<file path="src/rtl/module_rgb_sequencer_pkg.sv">
// Shared definitions for the RGB colour sequencer:
// register map, colour codes and sequencer states.
package pkg_rgb_seq;

  localparam logic [1:0] ADDR_COLOR  = 2'd0;
  localparam logic [1:0] ADDR_DWELL  = 2'd1;
  localparam logic [1:0] ADDR_CTRL   = 2'd2;
  localparam logic [1:0] ADDR_STATUS = 2'd3;

  typedef enum logic [2:0] {
    OFF      = 3'd0,
    ROJO     = 3'd1,
    VERDE    = 3'd2,
    AZUL     = 3'd3,
    AMARILLO = 3'd4,
    CIAN     = 3'd5,
    MAGENTA  = 3'd6,
    BLANCO   = 3'd7
  } color_e;

  typedef enum logic [1:0] {
    ST_IDLE,
    ST_LOAD,
    ST_DWELL
  } state_e;

endpackage

</file>
<file path="src/rtl/module_rgb_sequencer_if.sv">
// CPU register bus of the RGB sequencer.
// Write strobe, address and data in; read data out.
interface module_rgb_sequencer_if;

  logic        we_i;
  logic [1:0]  addr_i;
  logic [31:0] data_in;
  logic [31:0] data_out;

  modport master (
    output we_i,
    output addr_i,
    output data_in,
    input  data_out
  );

  modport slave (
    input  we_i,
    input  addr_i,
    input  data_in,
    output data_out
  );

endinterface

</file>
<file path="src/rtl/module_rgb_sequencer_fifo.sv">
// Synchronous FIFO with flush; head reads as zero when empty.
// A push into a full FIFO is accepted only alongside a pop.
module module_fifo_sync #(
  parameter int WIDTH = 3,
  parameter int DEPTH = 8,
  localparam int AW = $clog2(DEPTH)
) (
  input  logic             clk_i,
  input  logic             rst_i,
  input  logic             flush,
  input  logic             push,
  input  logic             pop,
  input  logic [WIDTH-1:0] din,
  output logic             full,
  output logic             empty,
  output logic [AW:0]      count,
  output logic [WIDTH-1:0] head
);

  localparam logic [AW:0] FULL_CNT = (AW+1)'(DEPTH);

  logic [WIDTH-1:0] mem [DEPTH];
  logic [AW-1:0]    wr_ptr;
  logic [AW-1:0]    rd_ptr;
  logic             do_push;
  logic             do_pop;
  logic             clr;

  assign clr     = rst_i || flush;
  assign full    = count == FULL_CNT;
  assign empty   = count == '0;
  assign do_pop  = pop && !empty;
  assign do_push = push && (!full || do_pop);
  assign head    = empty ? '0 : mem[rd_ptr];

  always_ff @(posedge clk_i) begin
    if (do_push && !clr) mem[wr_ptr] <= din;
  end

  // Pointers are AW bits wide, so they wrap modulo DEPTH.
  always_ff @(posedge clk_i) begin
    if (clr) begin
      wr_ptr <= '0;
      rd_ptr <= '0;
      count  <= '0;
    end else begin
      if (do_push) wr_ptr <= wr_ptr + 1'b1;
      if (do_pop)  rd_ptr <= rd_ptr + 1'b1;
      case ({do_push, do_pop})
        2'b10:   count <= count + 1'b1;
        2'b01:   count <= count - 1'b1;
        default: count <= count;
      endcase
    end
  end

endmodule

</file>
<file path="src/rtl/module_rgb_sequencer.sv">
// RGB colour sequencer: plays queued colour codes to the LED
// block, one strobe per colour, spaced by a programmable dwell.
module module_rgb_sequencer
  import pkg_rgb_seq::*;
#(
  parameter int DEPTH     = 8,
  parameter int DWELL_RST = 1000
) (
  input  logic                          clk_i,
  input  logic                          rst_i,
  module_rgb_sequencer_if.slave         bus,
  output logic                          led_we_o,
  output logic [31:0]                   led_data_o
);

  localparam int CW = $clog2(DEPTH) + 1;

  state_e        state;
  state_e        state_nx;
  logic [23:0]   dwell_q;
  logic [23:0]   dwell_eff;
  logic [23:0]   cnt_q;
  logic          run_q;
  logic          loop_q;
  logic          ovf_q;
  logic [2:0]    led_q;

  logic          wr_color;
  logic          wr_dwell;
  logic          wr_ctrl;
  logic          wr_status;
  logic          flush;
  logic          run_eff;
  logic          drop;

  logic          fifo_push;
  logic          fifo_pop;
  logic [2:0]    fifo_din;
  logic [2:0]    head;
  logic          full;
  logic          empty;
  logic [CW-1:0] count;
  logic          unused_data;

  assign wr_color  = bus.we_i && bus.addr_i == ADDR_COLOR;
  assign wr_dwell  = bus.we_i && bus.addr_i == ADDR_DWELL;
  assign wr_ctrl   = bus.we_i && bus.addr_i == ADDR_CTRL;
  assign wr_status = bus.we_i && bus.addr_i == ADDR_STATUS;
  assign flush     = wr_ctrl && bus.data_in[2];
  assign run_eff   = wr_ctrl ? bus.data_in[0] : run_q;
  assign dwell_eff = (dwell_q == '0) ? 24'd1 : dwell_q;
  assign unused_data = ^bus.data_in[31:24];

  module_fifo_sync #(
    .WIDTH (3),
    .DEPTH (DEPTH)
  ) u_fifo (
    .clk_i (clk_i),
    .rst_i (rst_i),
    .flush (flush),
    .push  (fifo_push),
    .pop   (fifo_pop),
    .din   (fifo_din),
    .full  (full),
    .empty (empty),
    .count (count),
    .head  (head)
  );

  always_ff @(posedge clk_i) begin
    if (rst_i) state <= ST_IDLE;
    else       state <= state_nx;
  end

  always_comb begin
    state_nx  = state;
    fifo_pop  = 1'b0;
    fifo_push = wr_color;
    fifo_din  = bus.data_in[2:0];
    drop      = wr_color && full;
    led_we_o  = 1'b0;
    unique case (state)
      ST_IDLE: begin
        if (run_q && !empty) state_nx = ST_LOAD;
      end
      ST_LOAD: begin
        led_we_o = 1'b1;
        fifo_pop = 1'b1;
        state_nx = ST_DWELL;
        // Rotation owns the push port; a CPU push loses.
        if (loop_q) begin
          fifo_push = 1'b1;
          fifo_din  = head;
          drop      = wr_color;
        end else begin
          drop      = 1'b0;
        end
      end
      ST_DWELL: begin
        if (!run_eff)            state_nx = ST_IDLE;
        else if (cnt_q == '0)    state_nx = empty ? ST_IDLE
                                                  : ST_LOAD;
      end
      default: state_nx = ST_IDLE;
    endcase
    if (flush) state_nx = ST_IDLE;
    if (rst_i) led_we_o = 1'b0;
  end

  always_ff @(posedge clk_i) begin
    if (rst_i) begin
      cnt_q   <= '0;
      dwell_q <= 24'(DWELL_RST);
      run_q   <= 1'b0;
      loop_q  <= 1'b0;
      ovf_q   <= 1'b0;
      led_q   <= '0;
    end else begin
      if (state == ST_LOAD) begin
        cnt_q <= dwell_eff - 24'd1;
        led_q <= head;
      end else if (state == ST_DWELL && cnt_q != '0) begin
        cnt_q <= cnt_q - 24'd1;
      end
      if (wr_dwell) dwell_q <= bus.data_in[23:0];
      if (wr_ctrl) begin
        run_q  <= bus.data_in[0];
        loop_q <= bus.data_in[1];
      end
      if (wr_status) ovf_q <= 1'b0;
      else if (drop) ovf_q <= 1'b1;
    end
  end

  assign led_data_o = {29'b0, (state == ST_LOAD) ? head : led_q};

  always_comb begin
    bus.data_out = '0;
    unique case (bus.addr_i)
      ADDR_COLOR:  bus.data_out = {29'b0, head};
      ADDR_DWELL:  bus.data_out = {8'b0, dwell_q};
      ADDR_CTRL:   bus.data_out = {30'b0, loop_q, run_q};
      ADDR_STATUS: bus.data_out = {23'b0, state != ST_IDLE,
                                   ovf_q, full, empty,
                                   5'(count)};
      default:     bus.data_out = '0;
    endcase
  end

endmodule

</file>
<file path="src/flat_wrapper.sv">
// flat-port wrapper written by rule: the top's interface ports become plain ports
module module_rgb_sequencer_flat import pkg_rgb_seq::*;
#(
  parameter int DEPTH     = 8,
  parameter int DWELL_RST = 1000
)
  (clk_i, rst_i, led_we_o, led_data_o, bus_we_i, bus_addr_i, bus_data_in, bus_data_out);
  module_rgb_sequencer_if bus_i ();
  input  logic clk_i;
  input  logic rst_i;
  output logic led_we_o;
  output logic [31:0] led_data_o;
  input wire logic [$bits(bus_i.we_i)-1:0] bus_we_i;
  input wire logic [$bits(bus_i.addr_i)-1:0] bus_addr_i;
  input wire logic [$bits(bus_i.data_in)-1:0] bus_data_in;
  output wire logic [$bits(bus_i.data_out)-1:0] bus_data_out;
  assign bus_i.we_i = bus_we_i;
  assign bus_i.addr_i = bus_addr_i;
  assign bus_i.data_in = bus_data_in;
  assign bus_data_out = bus_i.data_out;
  module_rgb_sequencer #(.DEPTH(DEPTH), .DWELL_RST(DWELL_RST)) u_core (.clk_i(clk_i), .rst_i(rst_i), .bus(bus_i), .led_we_o(led_we_o), .led_data_o(led_data_o));
endmodule
</file>
<file path="config.mk">
export PLATFORM = sky130hd
export DESIGN_NAME = module_rgb_sequencer_flat
export DESIGN_NICKNAME = d
export VERILOG_FILES = /design/src/rtl/module_rgb_sequencer_pkg.sv /design/src/rtl/module_rgb_sequencer_if.sv /design/src/rtl/module_rgb_sequencer_fifo.sv /design/src/rtl/module_rgb_sequencer.sv /design/src/flat_wrapper.sv
export SDC_FILE = /design/constraint.sdc
export NUM_CORES = 1
export LEC_CHECK = 0
export BUFFER_PORTS_ARGS = -buffer_cell sky130_fd_sc_hd__buf_2
export CAP_MARGIN = 20
export CORE_ASPECT_RATIO = 2
export CORE_MARGIN = 1.5
export CORE_UTILIZATION = 56
export DETAILED_ROUTE_END_ITERATION = 10
export PLACE_DENSITY = 0.8
export SLEW_MARGIN = 20
export SYNTH_ARGS = -nofsm -noshare
export SYNTH_HDL_FRONTEND = slang
export SYNTH_HIERARCHICAL = 1
export SYNTH_SLANG_ARGS = --single-unit
</file>
<file path="constraint.sdc">
create_clock -name clk_i -period 4.4 [get_ports clk_i]
set_input_delay 0.88 -clock clk_i [delete_from_list [all_inputs] [get_ports clk_i]]
set_output_delay 0.88 -clock clk_i [all_outputs]
set_load 0.01 [all_outputs]
</file>
**After elaboration in Yosys (flattened, before gate mapping)**

Memories as Yosys holds them, arrays and structs flattened. A register that Yosys moved wholly into a read port is not among the register bits.
Cells that the tools add are included.

- Memories: 1
- Bits in registers: 66
- Input port bits: 37
- RAM bits: 24
- Output and inout bits: 65
- Logic and storage cells: 80

Memories:

| name | words | width | rd ports | clocked after memory_dff | write ports | RTL line | source |
|---|---|---|---|---|---|---|---|
| u_core.u_fifo.mem | 8 | 3 | 1 | 1 | 1 | module_rgb_sequencer_fifo.sv:22 | `logic [WIDTH-1:0] mem [DEPTH];` |

- Reduce and logical (&&, ||, !) cells: 28
- Equality and inequality tests: 10
- Muxes and demuxes: 25
- Add/subtract/negate cells: 6

Operators by type and width:

| operator | number |
|---|---|
| $pmux 32 s4 | 1 |
| $mux 24 | 3 |
| $logic_not 24->1 | 2 |
| $sub 24x1->24 const B | 2 |
| $reduce_bool 24->1 | 1 |
| $mux 3 | 6 |
| $logic_and 1x1->1 | 11 |
| $mux 1 | 10 |
| $eq 2x2->1 const B | 4 |
| $pmux 4 s2 | 1 |
| $add 3x1->3 const B | 2 |
| $eq 2x1->1 const B | 3 |
| $mux 2 | 3 |
| $pmux 2 s3 | 1 |
| $reduce_bool 2->1 | 3 |
| $add 4x1->4 const B | 1 |
| $eq 4x4->1 const B | 1 |
| $logic_not 2->1 | 2 |
| $logic_not 4->1 | 1 |
| $reduce_or 2->1 | 2 |
| $sub 4x1->4 const B | 1 |
| $logic_not 1->1 | 3 |
| $ne 3x3->1 const B | 1 |
| $logic_or 1x1->1 | 2 |
| 2 further kinds | 2 |

**Depth between registers and ports, before layout**

- Word-level depth: 8
- Gate-level depth with buffers: 15
- Depth with buffers taken out: 12

**Cells and area by module**

The synthesis kept the hierarchy.

By module, submodules not included:

| module | cells each | sequential area each (µm²) | area an instance (µm²) | times used |
|---|---|---|---|---|
| module_rgb_sequencer | 496 | 1121.1 | 3761.1 | 1 |
| module_fifo_sync | 124 | 980.9 | 1674.1 | 1 |

**Worst setup path after synthesis**

OpenSTA, ideal clock, no wires.

- Path type: register -> register
- Start point: register u_core.state[1]
- End point: register u_core.cnt_q[18]
- Stages on the path, launching flop included: 13
- Path slack: 0.833 ns
- Required time: 4.278 ns
- Buffers on the path: 4
- Arrival: 3.445 ns
- Setup time: 0.122 ns
- Period minus slack after synthesis: 3.567 ns
- Path through: dfxtp_1 > nand2b_1 > buf_6 > inv_1 > clkbuf_1 > clkbuf_1 > clkbuf_1 > mux2i_1 > ha_1 > o211ai_1 > or4_4 > and4_4 > a311o_1

- Longest elaborated chain between the ends: 3
- Elaborated cells between the ends (all ways): 5
- Those cells by class: eq/ne: 2; mux: 1; reduce/logical: 2

RTL lines:

| element | RTL line | source |
|---|---|---|
| start: declaration | module_rgb_sequencer.sv:18 | `state_e state;` |
| start signal: assignment | module_rgb_sequencer.sv:72 | `else state <= state_nx;` |
| $eq 2x2->1 | module_rgb_sequencer.sv:122 | `end else if (state == ST_DWELL && cnt_q != '0) begin` |
| $logic_and 1x1->1 | module_rgb_sequencer.sv:122 |  |
| $reduce_bool 2->1 (no line) | -- |  |
| end signal: assignment | module_rgb_sequencer.sv:120 | `cnt_q <= dwell_eff - 24'd1;` |
| end signal: assignment | module_rgb_sequencer.sv:123 | `cnt_q <= cnt_q - 24'd1;` |
| end: declaration | module_rgb_sequencer.sv:22 | `logic [23:0] cnt_q;` |

Several ways; a longest one is shown, not always the timed one.
A chain may end at the register's enable or synchronous reset.

**Worst setup path after layout**

- Start point: register u_core.state[1]
- End point: register u_core.cnt_q[19]

The elaborated chain is that of the path after synthesis.

==> impl_metrics.json <==
{
  "drtPass1Iterations": 7,
  "power_frac_clock_pct": 43.6,
  "drt_iter0_markers": 507,
  "synth_commonest_cells": "79 x nand2_1, 69 x dfxtp_1, 61 x nor2_1",
  "holdPathStages": 2,
  "clk_latency_ns": 0.35,
  "ctsRootBufferMaster": "clkbuf_16",
  "setup_viol": 0,
  "yosysMostFrequentCell": "nand2_1",
  "power_density_nw_per_um2": 312.8,
  "reg2reg_depth": 7,
  "route.detailed.drc": 0,
  "cap_violations": 0,
  "p_int_mw": 1.382,
  "syn-cell-area_um2": 5435,
  "clkSlewWorstSetupHoldPaths_ns": 0.07,
  "comb_power_share_pct": 7.2,
  "timing.rr.start": "u_core/state[1]",
  "worst_ep_required_time_ns": 4.68,
  "die_h_um": 142.3,
  "fin_nets": 698,
  "post_drt_wl_per_cell_um": 18.87,
  "yosysTopAreaCellShare_pct": 25.41,
  "ant_nets": 0,
  "cp_max_fo": 59,
  "slew_headroom_pct": 33.19,
  "hp-start": "u_core/led_q[0]",
  "diodes": 0,
  "period_minus_slack_ns": 3.511,
  "seqPwrFrac_pct": 49.2,
  "initial_core_util_pct": 57.92,
  "rsz0062_at_grt": "false",
  "vias": 4746,
  "cts_buffers": 9,
  "yosysWarnings": 6,
  "num_rows": 50,
  "critical_path_buf_inv_count": 1,
  "ir_drop_uv": 281.6,
  "holdBufCountCts": 0,
  "dieWidth_um": 72.66,
  "synthArstFlopShare_pct": 0,
  "r2r-end": "u_core/cnt_q[19]",
  "finalHoldViolations": 0,
  "synth_area_leaders": "dfxtp_1 25%, edfxtp_1 13%, nand2_1 5.5%",
  "drive_above_1_share_pct": 16.21,
  "reg2reg_slack_ns": 0.89,
  "synth_edf_count": 24,
  "finish.utilization_pct": 62.73,
  "area_growth_pct": 8.310,
  "pre_cts_ws_ns": 1.104,
  "synth_cell_types": 66,
  "grt_pass1_wl_mm": 22.37,
  "synth_seq_cells": 93,
  "cts_resized": 0,
  "fin_worst_skew_ns": 0.005853,
  "fin_ws_ns": 0.8895,
  "pin_count": 102,
  "end_kind": "flip-flop",
  "gp_congestion": 0.9300,
  "tightest_slew_ns": 0.9930,
  "via_per_inst": 6.212,
  "p_sw_mw": 0.4590,
  "finalInstanceArea_um2": 5887,
  "die_area_um2": 10340,
  "cts_max_path_buffers": 2,
  "core-area_um2": 9384,
  "period_share_pct": 79.79,
  "path_class": "reg2reg",
  "p_sw_share_pct": 24.93,
  "synth_area_per_cell_um2": 8.766,
  "hpwlAfterDp_mm": 10.36,
  "ys.flop_type": "dfxtp_1",
  "synth_cells": 620,
  "cpPeakStageDelay_ns": 0.90,
  "cts.sinks": 93,
  "crit_chain": "nand2b_2, buf_4, mux2i_1, nor4_1, nand3_1, or3_1, a31oi_1",
  "grt_max_degree": 60,
  "routed_wl_mm": 14.41,
  "maxSlewViolCount": 0,
  "total_power_mw": 1.841,
  "fin_tns_setup_ns": 0,
  "cts_tree": "yes",
  "ys_seq_area_share_pct": 38.67,
  "post-cts-setup-buffer-count": 0,
  "yosys.area.top_type": "dfxtp_1",
  "cp.depth": 7,
  "arrival_ns": 3.79,
  "port_buffers": 56,
  "h-tree-depth": 3,
  "critPathTopFamily": "simple AND/OR/NAND/NOR gates",
  "whs_endpoint": "u_core/led_q[0]",
  "hold_path.class": "reg2reg",
  "status": "completed",
  "start_kind": "flip-flop",
  "grt_pass1_vias": 4587,
  "leakage_nw": 2.438,
  "fillers": 768,
  "place_area_um2": 5579,
  "clock.fmax_ghz": 0.2849,
  "crit_slowest_cell": "nor4_1",
  "grt_overflow": 0,
  "grt_usage_pct": 28.50,
  "antenna_found_initial": 0
}
-- area by class of cell --
type / instances / area [um2] / area share (%)
clock buffers: 9 / 225.2 / 3.826
well taps: 104 / 130.1 / 2.210
flip-flops and latches: 93 / 2102 / 35.71
inverters: 10 / 37.54 / 0.6376
repair buffers: 62 / 325.3 / 5.526
multi-input cells: 479 / 2984 / 50.69
clock inverters: 7 / 82.58 / 1.403
-- worst max path at each step --
stage | to | start
after floorplan | u_core/cnt_q[18] | u_core/state[1]
after detailed placement | u_core/cnt_q[23] | u_core/state[1]
after CTS | bus_data_out[1] | flip-flop
final | u_core/cnt_q[19] | u_core/state[1]
after global routing | u_core/u_fifo/count[3] | u_core/state[1]
after global placement | u_core/cnt_q[19] | u_core/state[1]
-- placed cells by master, fill, tap and decap left out, types with 5 or more instances in the layout --
cell type	count
inv_1	10
a31oi_1	6
nor4_1	16
nand3_1	16
and2_1	22
clkbuf_16	9
conb_1	37
mux2_2	7
edfxtp_1	24
o21ai_0	9
mux4_2	8
xor2_1	7
nor3_1	17
buf_4	6
nor2b_1	7
or3_1	13
xnor2_1	12
a21oi_1	32
nor2_1	61
dfxtp_1	69
buf_2	56
nand2_1	79
a211oi_1	14
mux2i_1	25
nand2b_1	10
nand4_1	8
ha_1	5
o211ai_1	9
-- sequential cells by signal, indices dropped and copies added, names as in the netlist, named ones only --
register              cells
u_core/cnt_q             24
u_core/dwell_q           24
u_core/u_fifo/mem        24
u_core/u_fifo/count       4
u_core/led_q              3
u_core/u_fifo/rd_ptr      3
u_core/u_fifo/wr_ptr      3
u_core/state              2
u_core/loop_q             1
u_core/ovf_q              1
u_core/run_q              1
-- routing by layer --
layer  global-route usage [%]  share of wire (%)  up-vias
met1                    28.30                 34     2227
met4                    19.07                6.3        0
met3                    4.320                4.8       67
met5                        0                  0        -
met2                    52.39                 55      222
li1                         -                  -     2230
-- worst register-to-register path, stage by stage, from the launching register on --
cell and delay, ns:
dfxtp_1 0.39, nand2b_2 0.15, buf_4 0.54, mux2i_1 0.30, nor4_1 0.90, nand3_1 0.53, or3_1 0.49, a31oi_1 0.16
-- stage by stage --
| step | cells | hold slack [ns] |
|---|---|---|
| floorplan | 656 | 0.4443 |
| global placement | 748 | 0.4511 |
| detailed placement | 748 | 0.4647 |
| CTS | 764 | 0.4742 |
| global route | 764 | 0.5022 |
| finish | 764 | 0.4722 |
-- power by group through the flow --
stage / sequential, mW / clock (mW) / combinational (mW)
finish: 0.906 / 0.804 / 0.132
global route: 0.907 / 0.844 / 0.145
CTS: 0.905 / 0.814 / 0.129
detailed placement: 0.925 / 0 / 0.128
global placement: 0.924 / 0 / 0.125
floorplan: 0.915 / 0 / 0.117
-- cell families after synthesis --
family	synth area share [%]
other cells	0.06899
xor+xnor	3.062
fa+ha+maj	1.519
simple gates	23.99
mux	9.622
compound gates	14.11
flops	38.67
buf+inv	8.955
(Power assumes the default switching activity.)
